<file path="src/rtl/spi_link_pkg.sv">
// spi_link_pkg
//   Shared definitions for the three-phase serial byte link. The transmitter and
//   receiver both use these so the framing constants stay in one place.
//   A data bit travels as a group of GROUP_LEN cycles: marker (1), data, guard (0).
//   Bytes are BITS_PER_BYTE groups, LSB first.
package spi_link_pkg;

    localparam int BITS_PER_BYTE = 8;
    localparam int GROUP_LEN     = 3;

    // Bit counter is wide enough to hold BITS_PER_BYTE itself (the value seen
    // in the guard phase of the last bit).
    localparam int CNT_W = 4;

    // Receiver FSM encoding; exported as-is on the debug state output.
    typedef enum logic [1:0] {
        ST_IDLE      = 2'd0,
        ST_WAIT_MARK = 2'd1,
        ST_DATA      = 2'd2,
        ST_GUARD     = 2'd3
    } rx_state_e;

endpackage

</file>
<file path="src/rtl/spi_line_sync.sv">
// spi_line_sync
//   N-flop synchronizer for the serial link pins. With N = 0 the pins pass
//   straight through (transmitter running on the same clock).
//   Reset values are the idle line: enable deasserted (1), data 0.
// Ports:
//   clk       system clock
//   rst       asynchronous active-low reset
//   spi_in    raw serial data pin
//   spi_en_n  raw active-low frame enable pin
//   s_in      synchronized data
//   s_en_n    synchronized enable
module spi_line_sync #(
    parameter int N = 0
) (
    input  logic clk,
    input  logic rst,
    input  logic spi_in,
    input  logic spi_en_n,
    output logic s_in,
    output logic s_en_n
);

    generate
        if (N == 0) begin : g_pass
            // Clock and reset have no job in pass-through mode.
            logic unused_pass;
            assign unused_pass = clk ^ rst;
            assign s_in        = spi_in;
            assign s_en_n      = spi_en_n;
        end else begin : g_sync
            logic [N-1:0] in_q;
            logic [N-1:0] en_q;

            always_ff @(posedge clk or negedge rst) begin
                if (!rst) begin
                    in_q <= '0;
                    en_q <= '1;
                end else begin
                    in_q[0] <= spi_in;
                    en_q[0] <= spi_en_n;
                    for (int i = 1; i < N; i++) begin
                        in_q[i] <= in_q[i-1];
                        en_q[i] <= en_q[i-1];
                    end
                end
            end

            assign s_in   = in_q[N-1];
            assign s_en_n = en_q[N-1];
        end
    endgenerate

endmodule

</file>
<file path="src/rtl/spi_frame_rx.sv">
// spi_frame_rx
//   Receive side of the three-phase serial byte link. Each bit arrives as a
//   three-cycle group (marker 1, data, guard 0), eight bits LSB first, while the
//   active-low frame enable is held low. Completed bytes are presented on a
//   valid/ready output register; framing violations and dropped bytes raise
//   one-cycle pulses.
// Ports:
//   clk         system clock, rising edge
//   rst         asynchronous active-low reset
//   spi_in      serial data line
//   spi_en_n    active-low frame enable
//   data_out    received byte
//   data_valid  data_out holds an unconsumed byte
//   data_ready  consumer accepts data_out
//   busy        a byte is being received (bit count non-zero or mid-group)
//   frame_err   one-cycle pulse on a framing violation
//   overrun     one-cycle pulse when a completed byte had to be dropped
//   state_dbg   current receiver FSM state (rx_state_e encoding)
//
// Output handshake: a byte transfers on every rising edge where data_valid and
// data_ready are both 1. data_valid rises on the edge a byte completes and
// stays up, with data_out stable, until that transfer. data_ready is ignored
// while data_valid is 0. A byte completing on the same edge as a transfer
// replaces the outgoing one without a bubble; a byte completing while the
// previous one is still held and not being taken is dropped (overrun).
module spi_frame_rx
    import spi_link_pkg::*;
#(
    parameter int SYNC_STAGES = 0
) (
    input  logic       clk,
    input  logic       rst,
    input  logic       spi_in,
    input  logic       spi_en_n,
    output logic [7:0] data_out,
    output logic       data_valid,
    input  logic       data_ready,
    output logic       busy,
    output logic       frame_err,
    output logic       overrun,
    output logic [1:0] state_dbg
);

    localparam logic [CNT_W-1:0] CNT_FULL = CNT_W'(BITS_PER_BYTE);

    logic             s_in;
    logic             s_en_n;
    rx_state_e        state;
    logic [CNT_W-1:0] bit_cnt;
    logic [7:0]       shift_reg;

    spi_line_sync #(
        .N (SYNC_STAGES)
    ) u_sync (
        .clk      (clk),
        .rst      (rst),
        .spi_in   (spi_in),
        .spi_en_n (spi_en_n),
        .s_in     (s_in),
        .s_en_n   (s_en_n)
    );

    always_ff @(posedge clk or negedge rst) begin
        if (!rst) begin
            state      <= ST_IDLE;
            bit_cnt    <= '0;
            shift_reg  <= '0;
            data_out   <= '0;
            data_valid <= 1'b0;
            frame_err  <= 1'b0;
            overrun    <= 1'b0;
        end else begin
            frame_err <= 1'b0;
            overrun   <= 1'b0;

            // Consumer takes the held byte; a byte loaded below on this same
            // edge overrides this clear.
            if (data_valid && data_ready) begin
                data_valid <= 1'b0;
            end

            case (state)
                ST_IDLE: begin
                    if (!s_en_n) begin
                        state   <= ST_WAIT_MARK;
                        bit_cnt <= '0;
                    end
                end

                ST_WAIT_MARK: begin
                    if (s_en_n) begin
                        // Frame closed; only an error if it cut a byte short.
                        state   <= ST_IDLE;
                        bit_cnt <= '0;
                        if (bit_cnt != '0) begin
                            frame_err <= 1'b1;
                        end
                    end else if (s_in) begin
                        state <= ST_DATA;
                    end else if (bit_cnt != '0) begin
                        // A missing marker inside a byte loses bit alignment.
                        frame_err <= 1'b1;
                        bit_cnt   <= '0;
                    end
                end

                ST_DATA: begin
                    if (s_en_n) begin
                        frame_err <= 1'b1;
                        bit_cnt   <= '0;
                        state     <= ST_IDLE;
                    end else begin
                        // LSB first: each new bit enters at the top and walks down.
                        shift_reg <= {s_in, shift_reg[7:1]};
                        bit_cnt   <= bit_cnt + 1'b1;
                        state     <= ST_GUARD;
                    end
                end

                ST_GUARD: begin
                    if (s_en_n) begin
                        frame_err <= 1'b1;
                        bit_cnt   <= '0;
                        state     <= ST_IDLE;
                    end else if (s_in) begin
                        frame_err <= 1'b1;
                        bit_cnt   <= '0;
                        state     <= ST_WAIT_MARK;
                    end else begin
                        state <= ST_WAIT_MARK;
                        if (bit_cnt == CNT_FULL) begin
                            bit_cnt <= '0;
                            if (!data_valid || data_ready) begin
                                data_out   <= shift_reg;
                                data_valid <= 1'b1;
                            end else begin
                                overrun <= 1'b1;
                            end
                        end
                    end
                end

                default: begin
                    state   <= ST_IDLE;
                    bit_cnt <= '0;
                end
            endcase
        end
    end

    assign busy      = (bit_cnt != '0) || (state == ST_DATA) || (state == ST_GUARD);
    assign state_dbg = state;

endmodule

</file>
<file path="config.mk">
export PLATFORM = sky130hd
export DESIGN_NAME = spi_frame_rx
export DESIGN_NICKNAME = d
export VERILOG_FILES = /design/src/rtl/spi_link_pkg.sv /design/src/rtl/spi_line_sync.sv /design/src/rtl/spi_frame_rx.sv
export SDC_FILE = /design/constraint.sdc
export NUM_CORES = 1
export LEC_CHECK = 0
export BUFFER_PORTS_ARGS = -buffer_cell sky130_fd_sc_hd__buf_2
export CORE_UTILIZATION = 25
export CTS_BUF_LIST = sky130_fd_sc_hd__clkbuf_4 sky130_fd_sc_hd__clkbuf_8
export DETAILED_ROUTE_END_ITERATION = 12
export PLACE_DENSITY = 0.43
export SLEW_MARGIN = 10
export SYNTH_ARGS = -nofsm -noshare
export SYNTH_HDL_FRONTEND = slang
export SYNTH_SLANG_ARGS = --single-unit
</file>
<file path="constraint.sdc">
create_clock -name clk -period 1.5 [get_ports clk]
set_input_delay 0.3 -clock clk [delete_from_list [all_inputs] [get_ports clk]]
set_output_delay 0.3 -clock clk [all_outputs]
set_load 0.02 [all_outputs]
</file>
==> key figures <==
Floorplanning
  • Chip Width: 70.7 um
  • # IOs: 19
  • CORE AREA: 0.00444 mm2
  • Starting density of the core: 0.265
  • Die ar.: 0.00499 mm2
  • Die Y: 70.7 um
  • Rows: 24

Global route
  • Total congestion overflow: 0
  • Initial antenna violation count: 0
  • Vias in the first global route: 805
  • Largest net degree at the start of global routing: 26
  • Global-route wire length before repair: 3840 um
  • Total Routing Usage GR: 0.0991

Place
  • # port buffers: 18
  • Placed instance count: 169
  • DP HPWL: 1690 um
  • Placer congestion estimate: 0.719

Synth
  • Syn Area/Cell: 12.8 um2
  • Sequential fraction of the synthesis area: 0.531
  • Ys async rst share: 1.00
  • Area share of the largest cell type after synthesis: 0.531
  • Synth warn: 0
  • Synth Net Count: 99
  • Top post-synthesis cells by area: dfrtp_1, mux2_4, mux2_2, ha_1, nand3_1
  • Synth Flop Type: dfrtp_1
  • FF+latch count, synth: 25
  • Post-synth EDFFs: 0
  • Yosys cell types: 32
  • Mapped cell area: 0.00118 mm2
  • Largest area contributor in the netlist: dfrtp_1
  • Synth Instances: 92

Drt
  • Via/cell ratio: 4.51
  • Residual DRC: 6
  • WL/cell: 12.9 um
  • DR iter-0 viols: 15
  • Total wire length: 2230 um
  • Vias: 780
  • First drt pass iteration count: 7
  • Antenna-violating nets left: 0

Worst setup path
  • Setup crit end kind: primary output
  • WP data required: 1200 ps
  • Arrival time at the worst endpoint: 1410 ps
  • Worst setup SP type: flip-flop
  • Critical path class: reg2out
  • CP max FO: 2

Cells and area
  • Diodes inserted: 0
  • Finished Layout Cells: 173
  • Commonest non-fill, non-tap cell in the layout: dfrtp_1
  • Highest-count cells in the layout ignoring fill and taps: dfrtp_1, buf_2, buf_4, mux2_4, mux2_2
  • Syn-to-layout area delta: 26.3%
  • NumNets Final: 129
  • Layout cell share with drive strength beyond 1: 0.545

Clocking
  • CTS Sinks: 25
  • Clk Latency, worst-skew pair: 270 ps
  • CTS H-tree lvls: 1
  • TritonCTS clock tree: yes
  • Reg clk slew, reported paths: 90 ps
  • TritonCTS buffer count: 3
  • Max Root-Sink Buffers: 2
  • Hold_buf cts: 0
  • CTS Root Cell: clkbuf_8

STA
  • RSZ-0062 raised after global routing: true
  • Final Skew: 1.86 ps
  • Setup TNS: -213 ps
  • Highest Clock Rate: 0.586 GHz
  • Period minus WS final: 1710 ps
  • Slew Limit Fails: 0
  • Worst slew pin tran: 546 ps
  • Relative slew slack: 0.636
  • Final period utilization: 1.14
  • Final setup violation count: 2
  • Setup ws final: -206 ps
  • Endpoints failing hold: 0

Power and ir drop
  • Comb pwr share: 0.119
  • Maximum ir drop on the vdd rail: 0.000424 V
  • Static leakage: 0.775 nW
  • Sw Share: 0.250
  • Clock network fraction of design power: 0.311
  • Internal Pwr Total: 0.000981 W
  • Power density cells: 879 mW/mm2
  • Switch Pwr: 0.000327 W
  • Sequential share of power: 0.570

Run status
  • Failing checks: design-rule violations, negative setup slack
  • Status: finished, violations left

Min path
  • Hold Path Class: in2async

Run
  • MaxCap Viol Count: 0
## what timing repair did
item | CTS | global route
setup endpoints to repair | 12 | 11
pin swaps | 1 | 2
cloned | 0 | 0
resized for setup | 12 | 0
buffers inserted | 0 | 1
## worst max-delay path, stage by stage (launching register included)
cell     delay (ps)
dfrtp_1         410
inv_2            70
ha_4            130
nor3b_4         190
buf_4           150
nand2_2          50
buf_6           130
## synthesized netlist by cell type (2+ instances only)
cell type and instances:
ha_1 2, nor2_1 5, mux2_4 8, nor3b_1 2, nand3_1 5, buf_4 2, dfrtp_1 25, a21oi_1 2
buf_2 2, nand2_1 6, mux2_2 9, inv_1 4
## cell families after synthesis
family,count (synthesis),share of synthesized area
compound gates,10,0.0616
flops,25,0.531
mux,18,0.196
fa+ha+maj,2,0.0212
buf+inv,10,0.0467
xor+xnor,1,0.00743
simple gates,26,0.136
## cell type report
cell class,instances,area (um2)
fillers,461,2960
well taps,52,65.1
multi-input cells,57,538
repair buffers,31,194
inverters,4,15.0
flip-flops and latches,25,628
clock inverters,1,7.51
clock buffers,3,41.3
## power groups by stage
stage               Clock (W)  Sequential (W)  Combinational [W]
floorplan                   0        0.000755          0.0000865
global placement            0        0.000759           0.000142
detailed placement          0        0.000759           0.000146
CTS                  0.000425        0.000746           0.000160
global route         0.000464        0.000750           0.000172
finish               0.000407        0.000746           0.000156
## final timing paths
| kind | cells past startpoint | startpoint | slack [ps] | to |
|---|---|---|---|---|
| max | 6 | bit_cnt[1]$_DFFE_PN0P_ | -210 | busy |
| min | 1 | rst | 5 | data_out[4]$_DFFE_PN0P_ |
| max reg2reg | 6 | bit_cnt[1]$_DFFE_PN0P_ | -10 | bit_cnt[0]$_DFFE_PN0P_ |
| min reg2reg | 1 | data_out[3]$_DFFE_PN0P_ | 510 | data_out[3]$_DFFE_PN0P_ |
| max in group asynchronous | 1 | rst | 1100 | state_dbg[0]$_DFFE_PN0P_ |
| min in group clk | 3 | data_ready | 370 | overrun$_DFF_PN0_ |
## metal layers
metal,GRT usage,part of all wire
met5,0,0
met4,0.0200,0.0058
met3,0.0342,0.039
met2,0.174,0.51
met1,0.119,0.44
## per-stage QoR
step           worst slack (ps)  total power [W]  area (um2)  hold WS (ps)   util
4_1_cts                    -227          0.00133        1490          23.0  0.336
3_5_place_dp               -218         0.000905        1400           323  0.315
3_3_place_gp               -127         0.000901        1400           315  0.315
6_report                   -206          0.00131        1490          5.22  0.335
2_1_floorplan             -77.0         0.000842        1200          4.41      -
5_1_grt                    -303          0.00139        1490          39.3  0.335
Power figures use the tool's default switching activity.
